$ cat src/rtl/execute_stage_p.sv
// Execute stage between decode and writeback: single-cycle ALU, valid/ready on both
// sides, registered branch resolution, a multi-cycle multiplier and a sticky halt.
module execute_stage_p #(
    parameter int DATA_W  = 32,
    parameter int RADDR_W = 5,
    parameter int IMM_W   = 16,
    parameter int MUL_LAT = 4
) (
    input  logic               clock,
    input  logic               reset_n,
    input  logic               in_valid,
    output logic               in_ready,
    input  logic [3:0]         in_op,
    input  logic [DATA_W-1:0]  in_rs,
    input  logic [DATA_W-1:0]  in_rt,
    input  logic [IMM_W-1:0]   in_imm,
    input  logic [DATA_W-1:0]  in_pc,
    input  logic [RADDR_W-1:0] in_rd,
    output logic               out_valid,
    input  logic               out_ready,
    output logic [DATA_W-1:0]  out_data,
    output logic [RADDR_W-1:0] out_rd,
    output logic               out_we,
    output logic [DATA_W-1:0]  out_pc,
    output logic               out_branch,
    output logic               halted
);
    // state    | meaning
    // RUN      | accepting one instruction per cycle whenever the output slot frees
    // MUL_BUSY | multiply in flight; down-counter runs to 1, then the product loads
    // HALTED   | HLT accepted; nothing more is accepted until reset
    typedef enum logic [1:0] {RUN, MUL_BUSY, HALTED} state_t;

    localparam int SH_W  = $clog2(DATA_W);
    localparam int CNT_W = $clog2(MUL_LAT);

    localparam logic [3:0] OP_ADD = 4'd0,  OP_SUB = 4'd1,  OP_LI  = 4'd2,  OP_SLL = 4'd3;
    localparam logic [3:0] OP_SRL = 4'd4,  OP_AND = 4'd5,  OP_OR  = 4'd6,  OP_XOR = 4'd7;
    localparam logic [3:0] OP_BR  = 4'd8,  OP_BNE = 4'd9,  OP_MOV = 4'd10, OP_ADI = 4'd11;
    localparam logic [3:0] OP_MUL = 4'd12, OP_HLT = 4'd13;

    state_t               state, state_nxt;
    logic [CNT_W-1:0]     cnt, cnt_nxt;
    logic [DATA_W-1:0]    mul_a, mul_b, mul_pc, product;
    logic [RADDR_W-1:0]   mul_rd;
    logic                 out_free, accept, load_alu, load_mul, mul_start;
    logic [DATA_W-1:0]    simm, zimm, alu_data, alu_pc;
    logic                 alu_we, alu_branch;
    logic [SH_W-1:0]      shamt;

    assign out_free = !out_valid || out_ready;
    assign in_ready = (state == RUN) && out_free;
    assign accept   = in_valid && in_ready;
    assign halted   = (state == HALTED);

    assign simm    = DATA_W'($signed(in_imm));
    assign zimm    = DATA_W'(in_imm);
    assign shamt   = in_imm[SH_W-1:0];
    assign product = mul_a * mul_b;

    always_comb begin
        alu_data   = '0;
        alu_we     = 1'b1;
        alu_branch = 1'b0;
        alu_pc     = in_pc;
        case (in_op)
            OP_ADD: alu_data = in_rs + in_rt;
            OP_SUB: alu_data = in_rs - in_rt;
            OP_LI:  alu_data = zimm;
            OP_SLL: alu_data = in_rs << shamt;
            OP_SRL: alu_data = in_rs >> shamt;
            OP_AND: alu_data = in_rs & in_rt;
            OP_OR:  alu_data = in_rs | in_rt;
            OP_XOR: alu_data = in_rs ^ in_rt;
            OP_MOV: alu_data = in_rs;
            OP_ADI: alu_data = in_rs + simm;
            OP_BR: begin
                alu_we     = 1'b0;
                alu_branch = 1'b1;
                alu_pc     = in_pc + simm;
            end
            OP_BNE: begin
                alu_we = 1'b0;
                if (in_rs != in_rt) begin
                    alu_branch = 1'b1;
                    alu_pc     = in_pc + simm;
                end
            end
            // HLT and NOPs write nothing; MUL never loads through this path
            default: alu_we = 1'b0;
        endcase
    end

    always_comb begin
        state_nxt = state;
        cnt_nxt   = cnt;
        load_alu  = 1'b0;
        load_mul  = 1'b0;
        mul_start = 1'b0;
        case (state)
            RUN: begin
                if (accept) begin
                    if (in_op == OP_MUL) begin
                        mul_start = 1'b1;
                        state_nxt = MUL_BUSY;
                        cnt_nxt   = CNT_W'(MUL_LAT - 1);
                    end else begin
                        load_alu = 1'b1;
                        if (in_op == OP_HLT) state_nxt = HALTED;
                    end
                end
            end
            MUL_BUSY: begin
                if (cnt == CNT_W'(1)) begin
                    if (out_free) begin
                        load_mul  = 1'b1;
                        cnt_nxt   = '0;
                        state_nxt = RUN;
                    end
                end else begin
                    cnt_nxt = cnt - CNT_W'(1);
                end
            end
            default: state_nxt = HALTED;
        endcase
    end

    always_ff @(posedge clock) begin
        if (!reset_n) begin
            state      <= RUN;
            cnt        <= '0;
            mul_a      <= '0;
            mul_b      <= '0;
            mul_pc     <= '0;
            mul_rd     <= '0;
            out_valid  <= 1'b0;
            out_data   <= '0;
            out_rd     <= '0;
            out_we     <= 1'b0;
            out_pc     <= '0;
            out_branch <= 1'b0;
        end else begin
            state <= state_nxt;
            cnt   <= cnt_nxt;
            if (mul_start) begin
                mul_a  <= in_rs;
                mul_b  <= in_rt;
                mul_pc <= in_pc;
                mul_rd <= in_rd;
            end
            if (load_alu) begin
                out_valid  <= 1'b1;
                out_data   <= alu_data;
                out_rd     <= in_rd;
                out_we     <= alu_we;
                out_pc     <= alu_pc;
                out_branch <= alu_branch;
            end else if (load_mul) begin
                out_valid  <= 1'b1;
                out_data   <= product;
                out_rd     <= mul_rd;
                out_we     <= 1'b1;
                out_pc     <= mul_pc;
                out_branch <= 1'b0;
            end else if (out_ready) begin
                out_valid <= 1'b0;
            end
        end
    end
endmodule
$ cat config.mk
export PLATFORM = sky130hd
export DESIGN_NAME = execute_stage_p
export DESIGN_NICKNAME = d
export VERILOG_FILES = /design/src/rtl/execute_stage_p.sv
export SDC_FILE = /design/constraint.sdc
export NUM_CORES = 2
export LEC_CHECK = 0
export BUFFER_PORTS_ARGS = -buffer_cell sky130_fd_sc_hd__clkbuf_2
export CAP_MARGIN = 20
export CORE_MARGIN = 2
export CORE_UTILIZATION = 50
export CTS_CLUSTER_DIAMETER = 200
export DETAILED_ROUTE_END_ITERATION = 10
export HOLD_SLACK_MARGIN = 0.06
export PLACE_DENSITY_LB_ADDON = 0.25
export SYNTH_ARGS = -nofsm -noshare
export SYNTH_HDL_FRONTEND = slang
export SYNTH_SLANG_ARGS = --single-unit
$ cat constraint.sdc
create_clock -name clock -period 8.55 [get_ports clock]
set_clock_uncertainty 0.2 [all_clocks]
set_input_delay 1.71 -clock clock [delete_from_list [all_inputs] [get_ports clock]]
set_output_delay 1.71 -clock clock [all_outputs]
set_load 0.02 [all_outputs]
==> reports/metrics.yaml <==
status: "finished, final reports clean"
preCtsSetupSlack_ns: 0.593
worstHoldPathType: "flip-flop to flip-flop"
postLayoutCoreUtil_pct: 54.2
syn_area_um2: 33300
cts-htree-levels: 4
drt_first_pass_iters: 8
report.final.slew_viol_count: 0
cp.required_ns: 8.68
whs_ns: 0.256
grt_usage_pct: 36.3
synth.area.mux_share_pct: 6.13
end_kind: "flip-flop"
crit_top_cell: "fa_1"
dp_hpwl_um: 97200
dieArea_um2: 68600
first_iter_violations: 3262
postSynthCellCount: 4108
r2r_cells: 21
ys_warn_count: 0
antenna_found_initial: 5
hold_path.startpoint: "mul_rd[3]$_SDFFE_PN0P_"
io_buffers: 198
setup_viol: 0
grt_setup_unrepaired: "false"
placed_cells: 5001
drc: 0
cts_setup_buffers: 0
grt_pass1_wl_um: 187000
crit_start: "mul_b[8]$_SDFFE_PN0P_"
vias: 30600
syn_to_final_growth_pct: 7.24
final_cells: 5038
leakagePower_nw: 16.6
holdPathStages: 2
worst_slew_pin_slew_ns: 1.19
clk_path_buf_depth: 2
grt_start_max_net_pins: 88
rrSetupSlack_ns: 0.41
critPathMaxStageDelay_ns: 0.88
cts-root-buf: "clkbuf_16"
cts_buffers: 17
routed_wl_um: 123000
synth_adder_area_share_pct: 35.3
critPathKind: "flip-flop to flip-flop"
crit_path_start_kind: "flip-flop"
reg2reg_to: "out_data[31]$_SDFFE_PN0P_"
ys.flop_type: "dfxtp_1"
cts_hold_buffers: 0
min_period_ns: 8.14
core_um2: 65700
final-hold-violation-count: 0
min_to: "mul_rd[3]$_SDFFE_PN0P_"
place.gp.congestion: 1.05
synth_edf_count: 0
pin_count: 199
cp_max_fo: 20
cp_data_arrival_time_ns: 8.26
crit_chain: "nand2_1 > fa_1 > inv_1 > fa_1 > fa_1 > inv_1 > fa_1 > inv_1 > fa_1 > fa_1 > fa_1 > fa_1 > ha_1 > a2111oi_0 > nor2b_1 > a211oi_1 > a21oi_1 > o41ai_1 > o21ai_0 > xnor2_1 > o211ai_1"
synth_xor_area_share_pct: 3.74
relSlewSlack_pct: 19.6
nets: 4973
synth_nets: 4925
synth.largest_area_cell: "fa_1"
core.rowCount: 94
clock_sinks: 177
gr-total-overflow: 0
cts_tree: "yes"
die_height_um: 262
clkTransAtPathRegs_ns: 0.08
synth-seq-cells: 177
cp_top_family: "adder cells"
period_share_pct: 95.2
tns_ns: 0
yosysSeqAreaShare_pct: 10.7
drv_cap: 0
synth.top_cells.by_area: "fa_1, dfxtp_1, ha_1"
vias_per_cell: 6.08
setup_ws_ns: 0.412
regToRegStartpoint: "mul_b[8]$_SDFFE_PN0P_"
cts_resized: 0
ys_async_sr_fraction_pct: 0
synth.distinct_cells: 89
avgSynthCellArea_um2: 8.09
synth_top_family_by_area: "adder cells"
grt_pass1_vias: 30300
clk_latency_ns: 0.47
p_per_area_nw_per_um2: 78.8
path_buf_inv: 3
wl_per_cell_um: 24.5
vdd.ir_drop.worst_v: 0.000151
final_layout_size_suffix_gt1_share_pct: 10.4
max_freq_ghz: 0.123
initial_core_util_pct: 50.6
synth_compound_area_share_pct: 16.9
die_w_um: 262
cp_slowest_cell: "dfxtp_1"
synth-simple-area-share_pct: 18.6
ant_nets: 0
synth_top_area_share_pct: 24.7
-- area by class of cell --
type | instances | area, um2
Tap cell | 864 | 1080
Clock buffer | 17 | 425
Timing Repair Buffer | 290 | 1690
Sequential cell | 177 | 3540
Antenna cell | 5 | 12.5
Multi-Input combinational cell | 3172 | 26900
Fill cell | 6244 | 30100
Clock inverter | 15 | 168
Inverter | 498 | 1870
-- logic make-up after synthesis --
logic type	after synthesis
AOI/OAI and AO/OA	874
xor gates and xnor gates	142
adders and majority gates	692
buffers and inverters	759
DFF	177
muxes	157
and+or+nand+nor	1307
-- worst max-delay path by stage --
| stage | endpoint | slack, ns | cells past startpoint |
|---|---|---|---|
| after global placement | out_data[31]$_SDFFE_PN0P_ | 0.66 | 25 |
| after floorplan | out_data[31]$_SDFFE_PN0P_ | 1.41 | 24 |
| after CTS | out_data[31]$_SDFFE_PN0P_ | 0.57 | 21 |
| after global routing | out_data[31]$_SDFFE_PN0P_ | 0.04 | 25 |
| final | out_data[31]$_SDFFE_PN0P_ | 0.41 | 21 |
| after detailed placement | out_data[31]$_SDFFE_PN0P_ | 0.59 | 21 |
-- through the flow --
| stage | total power, mW | cell area, um2 |
|---|---|---|
| after global placement | 1.96 | 35100 |
| after floorplan | 1.58 | 33300 |
| after detailed placement | 1.96 | 35100 |
| after CTS | 2.78 | 35600 |
| final | 2.81 | 35700 |
| after global routing | 2.92 | 35600 |
-- worst reg2reg max path, cell delays in order (launching register included) --
cell and delay, ns:
dfxtp_1 0.88, nand2_1 0.23, fa_1 0.47, inv_1 0.08
fa_1 0.43, fa_1 0.52, inv_1 0.05, fa_1 0.47
inv_1 0.05, fa_1 0.49, fa_1 0.58, fa_1 0.43
fa_1 0.45, ha_1 0.35, a2111oi_0 0.55, nor2b_1 0.11
a211oi_1 0.26, a21oi_1 0.22, o41ai_1 0.68, o21ai_0 0.22
xnor2_1 0.18, o211ai_1 0.11
-- flip-flops by register name, indices dropped and copies added, names as in the netlist, 2 cells and up --
name      cells
cnt           2
mul_a        32
mul_b        32
mul_pc       32
mul_rd        5
out_data     32
out_pc       32
out_rd        5
state         2
-- layer usage --
layer | GRT usage, % | vias up | wire (um)
li1 | - | 13700 | -
met1 | 47.7 | 15000 | 49400
met2 | 56.5 | 1585 | 54400
met4 | 19.1 | 2 | 7820
met5 | 0 | - | 12
met3 | 7.34 | 406 | 11700
-- cell usage in the layout, fill, tap and decap left out, types with 41 or more instances in the layout --
cell type,Yosys,routed
nand2_1,625,624
inv_1,495,495
fa_1,411,411
and2_1,316,316
a21oi_1,289,288
ha_1,281,281
o21ai_0,205,205
clkbuf_2,2,195
dfxtp_1,177,177
nor2_1,153,152
mux2i_1,100,100
xnor2_1,99,99
buf_4,1,94
xor2_1,43,43
a21o_1,41,41
-- synth_stat cells, drive strengths merged (8+ instances only) --
cell type and instances:
a21o 42, clkbuf 224, a31oi 12, inv 497
o22ai 31, mux2 22, a221oi 20, dfxtp 177
mux4 35, or3 20, nand2 625, o2111ai 10
a211oi 32, xor2 43, and2 317, o21ai 209
a2111oi 9, ha 281, a21oi 291, nor3b 10
a311oi 18, nor4 11, o41ai 8, nor2b 18
nor2 154, nor3 41, mux2i 100, buf 37
a22oi 24, o221ai 16, nand3 33, o211ai 28
fa 411, xnor2 99, o31ai 9, o21bai 16
o21a 19, or2 9, a211o 8, and3 22
nand2b 28
-- where the power goes --
part	switching, mW	total, mW	internal, mW
sequential	0.0392	0.899	0.860
combinational	0.704	1.09	0.382
clock	0.409	0.825	0.416
total	1.15	2.81	1.66
Note: power is estimated with default switching activity, not from simulation.
